===== src/rtl/vco_adc_pkg.sv =====
// Shared types and default sizing for the multichannel VCO-based ADC.
package vco_adc_pkg;

    typedef enum logic {StIdle, StRun} state_e;

    localparam int unsigned DefNCh       = 2;
    localparam int unsigned DefCntW      = 16;
    localparam int unsigned DefWinW      = 16;
    localparam int unsigned DefFifoDepth = 4;

endpackage


===== src/rtl/vco_adc_res_fifo.sv =====
// First-word-fall-through result FIFO with sticky overrun and synchronous flush.
module vco_adc_res_fifo #(
    parameter int unsigned WIDTH = 8,
    parameter int unsigned DEPTH = 4,
    localparam int unsigned AW   = $clog2(DEPTH)
) (
    input  logic             clk,
    input  logic             rst,
    input  logic             clr,
    input  logic             push,
    input  logic [WIDTH-1:0] push_data,
    input  logic             ready,
    output logic             valid,
    output logic [WIDTH-1:0] data,
    output logic [AW:0]      level,
    output logic             overrun
);

    logic [WIDTH-1:0] mem_q [DEPTH];
    logic [AW-1:0]    rd_q, wr_q;
    logic [AW:0]      count_q;
    logic             overrun_q;
    logic             full, pop, push_ok;

    assign valid   = (count_q != '0);
    assign full    = (count_q == (AW+1)'(DEPTH));
    assign pop     = valid & ready;
    // A pop in the same cycle frees the slot the push needs.
    assign push_ok = push & (~full | pop);
    assign data    = valid ? mem_q[rd_q] : '0;
    assign level   = count_q;
    assign overrun = overrun_q;

    always_ff @(posedge clk or posedge rst) begin
        if (rst) begin
            for (int i = 0; i < DEPTH; i++) mem_q[i] <= '0;
            rd_q      <= '0;
            wr_q      <= '0;
            count_q   <= '0;
            overrun_q <= 1'b0;
        end else if (clr) begin
            rd_q      <= '0;
            wr_q      <= '0;
            count_q   <= '0;
            overrun_q <= 1'b0;
        end else begin
            if (pop) rd_q <= rd_q + AW'(1);
            if (push_ok) begin
                mem_q[wr_q] <= push_data;
                wr_q        <= wr_q + AW'(1);
            end
            if (push && !push_ok) overrun_q <= 1'b1;
            unique case ({push_ok, pop})
                2'b10:   count_q <= count_q + (AW+1)'(1);
                2'b01:   count_q <= count_q - (AW+1)'(1);
                default: count_q <= count_q;
            endcase
        end
    end

endmodule


===== src/rtl/vco_adc_multich.sv =====
// Multichannel VCO ADC: counts synchronised VCO rising edges over a programmable
// window and queues per-channel counts plus saturation flags in a result FIFO.
module vco_adc_multich
    import vco_adc_pkg::*;
#(
    parameter int unsigned N_CH       = DefNCh,
    parameter int unsigned CNT_W      = DefCntW,
    parameter int unsigned WIN_W      = DefWinW,
    parameter int unsigned FIFO_DEPTH = DefFifoDepth
) (
    input  logic                          wb_clk_i,
    input  logic                          wb_rst_i,
    input  logic [N_CH-1:0]               vco_i,
    input  logic                          en_i,
    input  logic                          mode_i,
    input  logic                          start_i,
    input  logic [WIN_W-1:0]              win_len_i,
    input  logic                          clr_i,
    output logic [N_CH*CNT_W-1:0]         dout_o,
    output logic [N_CH-1:0]               sat_o,
    output logic                          dout_valid_o,
    input  logic                          dout_ready_i,
    output logic                          busy_o,
    output logic                          overrun_o,
    output logic [$clog2(FIFO_DEPTH):0]   level_o
);

    localparam int unsigned DW = N_CH*CNT_W + N_CH;
    localparam logic [CNT_W-1:0] CntMax = '1;

    state_e                  state_q;
    logic [N_CH-1:0]         sync1_q, sync2_q, hist_q, ev;
    logic [N_CH*CNT_W-1:0]   cnt_q, cnt_inc;
    logic [N_CH-1:0]         sat_now;
    logic [WIN_W-1:0]        win_last_q, win_cnt_q, len_m1;
    logic                    last, push;
    logic [DW-1:0]           fifo_data;

    always_ff @(posedge wb_clk_i or posedge wb_rst_i) begin
        if (wb_rst_i) begin
            sync1_q <= '0;
            sync2_q <= '0;
            hist_q  <= '0;
        end else begin
            sync1_q <= vco_i;
            sync2_q <= sync1_q;
            hist_q  <= sync2_q;
        end
    end

    assign ev = sync2_q & ~hist_q;

    always_comb begin
        cnt_inc = cnt_q;
        sat_now = '0;
        for (int k = 0; k < N_CH; k++) begin
            if (ev[k] && (cnt_q[k*CNT_W +: CNT_W] != CntMax)) begin
                cnt_inc[k*CNT_W +: CNT_W] = cnt_q[k*CNT_W +: CNT_W] + CNT_W'(1);
            end
            sat_now[k] = (cnt_inc[k*CNT_W +: CNT_W] == CntMax);
        end
    end

    // Zero length behaves as a single-cycle window.
    assign len_m1 = (win_len_i == '0) ? '0 : win_len_i - WIN_W'(1);
    assign last   = (win_cnt_q == win_last_q);
    assign push   = (state_q == StRun) && en_i && last;

    always_ff @(posedge wb_clk_i or posedge wb_rst_i) begin
        if (wb_rst_i) begin
            state_q    <= StIdle;
            win_last_q <= '0;
            win_cnt_q  <= '0;
            cnt_q      <= '0;
        end else begin
            unique case (state_q)
                StIdle: begin
                    cnt_q     <= '0;
                    win_cnt_q <= '0;
                    if (en_i && (mode_i || start_i)) begin
                        state_q    <= StRun;
                        win_last_q <= len_m1;
                    end
                end
                StRun: begin
                    if (!en_i) begin
                        state_q   <= StIdle;
                        cnt_q     <= '0;
                        win_cnt_q <= '0;
                    end else if (last) begin
                        cnt_q      <= '0;
                        win_cnt_q  <= '0;
                        win_last_q <= len_m1;
                        if (!mode_i) state_q <= StIdle;
                    end else begin
                        cnt_q     <= cnt_inc;
                        win_cnt_q <= win_cnt_q + WIN_W'(1);
                    end
                end
            endcase
        end
    end

    assign busy_o = (state_q == StRun);

    vco_adc_res_fifo #(
        .WIDTH (DW),
        .DEPTH (FIFO_DEPTH)
    ) u_fifo (
        .clk       (wb_clk_i),
        .rst       (wb_rst_i),
        .clr       (clr_i),
        .push      (push),
        .push_data ({sat_now, cnt_inc}),
        .ready     (dout_ready_i),
        .valid     (dout_valid_o),
        .data      (fifo_data),
        .level     (level_o),
        .overrun   (overrun_o)
    );

    assign dout_o = fifo_data[N_CH*CNT_W-1:0];
    assign sat_o  = fifo_data[DW-1 -: N_CH];

endmodule


===== config.mk =====
export PLATFORM = sky130hd
export DESIGN_NAME = vco_adc_multich
export DESIGN_NICKNAME = d
export VERILOG_FILES = /design/src/rtl/vco_adc_pkg.sv /design/src/rtl/vco_adc_res_fifo.sv /design/src/rtl/vco_adc_multich.sv
export SDC_FILE = /design/constraint.sdc
export NUM_CORES = 1
export LEC_CHECK = 0
export CORE_MARGIN = 2
export CORE_UTILIZATION = 50
export CTS_CLUSTER_SIZE = 10
export DETAILED_ROUTE_END_ITERATION = 10
export GPL_ROUTABILITY_DRIVEN = 0
export HOLD_SLACK_MARGIN = 0.1
export PLACE_DENSITY = 0.76
export SLEW_MARGIN = 30
export SYNTH_ARGS = -nofsm -noshare
export SYNTH_HDL_FRONTEND = slang
export SYNTH_HIERARCHICAL = 1
export SYNTH_SLANG_ARGS = --single-unit
export TNS_END_PERCENT = 100

===== constraint.sdc =====
create_clock -name wb_clk_i -period 7.9 [get_ports wb_clk_i]
set_input_delay 1.58 -clock wb_clk_i [delete_from_list [all_inputs] [get_ports wb_clk_i]]
set_output_delay 1.58 -clock wb_clk_i [all_outputs]
set_load 0.005 [all_outputs]

==> results.json <==
{
  "max_cap_viol_count": 0,
  "rsz0062_at_grt": "no",
  "core_area_um2": 21800,
  "synthArstFlopShare": 1.00,
  "cts_buffers": 25,
  "grt_antenna_before_repair": 0,
  "p_sw_w": 0.000472,
  "mostFrequentLayoutCell": "dfrtp_1",
  "syn_nets": 878,
  "hpwlAfterDp_um": 13700,
  "power_density_nw_per_um2": 174,
  "synthTopCellsByArea": "dfrtp_1, mux2_4, mux4_2",
  "cts_tree": "done",
  "clk_pin_slew_ns": 0.06,
  "grtUsageTotal": 0.187,
  "ir_drop_mv": 0.148,
  "synthCells": 843,
  "wl_per_cell_um": 18.1,
  "end_kind": "output port",
  "r2r_cells": 7,
  "clockPowerShare": 0.444,
  "hold_viol": 0,
  "rows": 54,
  "finalSetupViolCount": 0,
  "worstMarginPinSlew_ns": 0.771,
  "crit_fanout": 22,
  "run_status": "completed",
  "p_total_w": 0.00220,
  "drt_iter0_drc": 378,
  "p_comb_frac": 0.040,
  "via_per_inst": 5.62,
  "die-area_um2": 23500,
  "postSynthAreaPerCell_um2": 13.2,
  "grt.busiest_layer": "met2",
  "layout.nets": 934,
  "synth.distinct_cells": 65,
  "post_dp_cell_area_um2": 12000,
  "post-cts-setup-buffers": 0,
  "start_kind": "register",
  "drv_slew": 0,
  "use_met1": 0.286,
  "ys_ff_latch": 215,
  "seq_area_frac_synth": 0.483,
  "drcViolationCount": 0,
  "io_buffers": 64,
  "overflow": 0,
  "h-tree-depth": 1,
  "gr-usage-met3": 0.0215,
  "grt_max_degree": 85,
  "floorplan.initialDensity": 0.510,
  "cts_buffer_depth": 3,
  "yosys.area.top_type": "dfrtp_1",
  "clock-skew-final_ns": 0.0198,
  "antenna_left": 0,
  "switching_share": 0.215,
  "cts_resized": 0,
  "grt_pass1_wl_um": 36000,
  "hold_class": "reg2reg",
  "period_share": 0.576,
  "fmax_ghz": 0.220,
  "ys_warn_count": 6,
  "p_seq_frac": 0.516,
  "vias": 6648,
  "synthesis.area_um2": 11100,
  "met2_usage": 0.287,
  "critical_path_required_ns": 6.32,
  "whs_ns": 0.334,
  "internal_power_w": 0.00172,
  "final_area_um2": 12700,
  "firstDrtPassIters": 4,
  "grt_pass1_vias": 6774,
  "worstPathArrival_ns": 2.97,
  "insertion_delay_ns": 0.51,
  "area_growth_pct": 13.7,
  "leakage_nw": 5.53,
  "die_x_um": 153,
  "diodes": 0,
  "pin_count": 65,
  "routed_wirelength_um": 21400,
  "n_fill_cell": 1726,
  "whs_path_depth": 0,
  "die_h_um": 153,
  "holdBufCountCts": 0,
  "clock-root-buffer": "clkbuf_16",
  "cts.sinks": 215,
  "post-route-util": 0.580,
  "fin_crit_ns": 4.55,
  "fin_tns_setup_ns": 0,
  "synth_top_flop_cell": "dfrtp_1",
  "critPathKind": "reg2out",
  "slew_headroom": 0.485,
  "yosysTopAreaCellShare": 0.483,
  "final_cell_mix": "dfrtp_1, mux2_4, clkdlybuf4s50_1",
  "synth-edff-count": 0,
  "drive_gt1_frac": 0.265
}
## synthesized netlist by cell type (all sizes together) (2+ instances only)
| cell | count |
|---|---|
| and4 | 6 |
| a31oi | 2 |
| nor4bb | 5 |
| xnor2 | 28 |
| or2 | 2 |
| inv | 26 |
| mux2 | 142 |
| nor4 | 14 |
| nand3 | 16 |
| nand2b | 10 |
| and3 | 12 |
| and2 | 3 |
| xor2 | 41 |
| nand4 | 15 |
| o31a | 2 |
| o31ai | 2 |
| ha | 9 |
| mux2i | 2 |
| a21oi | 10 |
| nor2 | 53 |
| nor4b | 2 |
| nand2 | 31 |
| nor2b | 53 |
| o21ai | 20 |
| nor3 | 10 |
| buf | 29 |
| or4 | 6 |
| clkbuf | 15 |
| mux4 | 34 |
| o211ai | 4 |
| dfrtp | 215 |
| nand3b | 3 |
| nand4b | 2 |
| a211oi | 2 |
| o2111ai | 3 |
## power by group through the flow
stage	logic (W)	clock network, W	registers (W)
finish	0.0000884	0.000975	0.00113
global route	0.000101	0.00104	0.00113
CTS	0.0000910	0.000998	0.00113
detailed placement	0.0000905	0	0.00115
global placement	0.0000882	0	0.00115
floorplan	0.0000569	0	0.00115
## final cells by class
class                      count  area [um2]  area share
tap                          280         350      0.0277
inverter                      26         103     0.00811
clock buffer                  30         654      0.0517
timing repair buffer          73         716      0.0566
sequential                   215        5380       0.425
multi-input combinational    558        5450       0.431
## state kept, by name (all words and copies together) (netlist names)
name,flops
sync2_q,2
u_fifo/mem_q,136
u_fifo/level,3
cnt_q,32
u_fifo/rd_q,2
u_fifo/wr_q,2
sync1_q,2
win_cnt_q,16
busy_o,1
win_last_q,16
u_fifo/overrun,1
hist_q,2
## kinds of logic (layout without fill, tap and decap cells)
family                   count (synthesis)  in the layout  share of synthesized area
buffers and inverters                   70            129                     0.0345
adder cells (fa/ha/maj)                 10             10                     0.0119
XOR/XNOR                                69             69                     0.0543
AND/OR/NAND/NOR                        246            246                      0.129
multiplexers                           178            178                      0.255
AO/OA/AOI/OAI                           55             55                     0.0324
flip-flops                             215            215                      0.483
## final timing paths
path                                start                to  slack [ns]
setup / recovery           u_fifo/rd_q[0]         dout_o[4]        3.35
hold reg to reg                sync1_q[1]        sync2_q[1]        0.33
hold / removal                 sync1_q[1]        sync2_q[1]        0.33
setup reg to reg             win_cnt_q[0]   u_fifo/mem_q[6]        4.67
min in group asynchronous        wb_rst_i   u_fifo/level[2]        1.57
max in group asynchronous        wb_rst_i  u_fifo/mem_q[80]        5.19
## worst max-delay path, stage by stage, from the launching register on
cell             delay [ns]
dfrtp_2                0.73
buf_4                  0.52
mux4_2                 0.60
nor2b_1                0.15
clkdlybuf4s50_1        0.45
## layer usage
layer | routed length, um | up-vias
li1 | - | 3083
met1 | 10200 | 3394
met2 | 9930 | 140
met3 | 836 | 31
met4 | 444 | 0
met5 | 0 | -
## per-stage QoR
stage / std cells / setup slack [ns]
detailed placement: 1152 / 3.45
finish: 1182 / 3.35
CTS: 1182 / 3.28
global route: 1182 / 3.16
global placement: 1152 / 3.57
floorplan: 843 / 2.45
No activity file was read; power rests on OpenSTA's default activity.
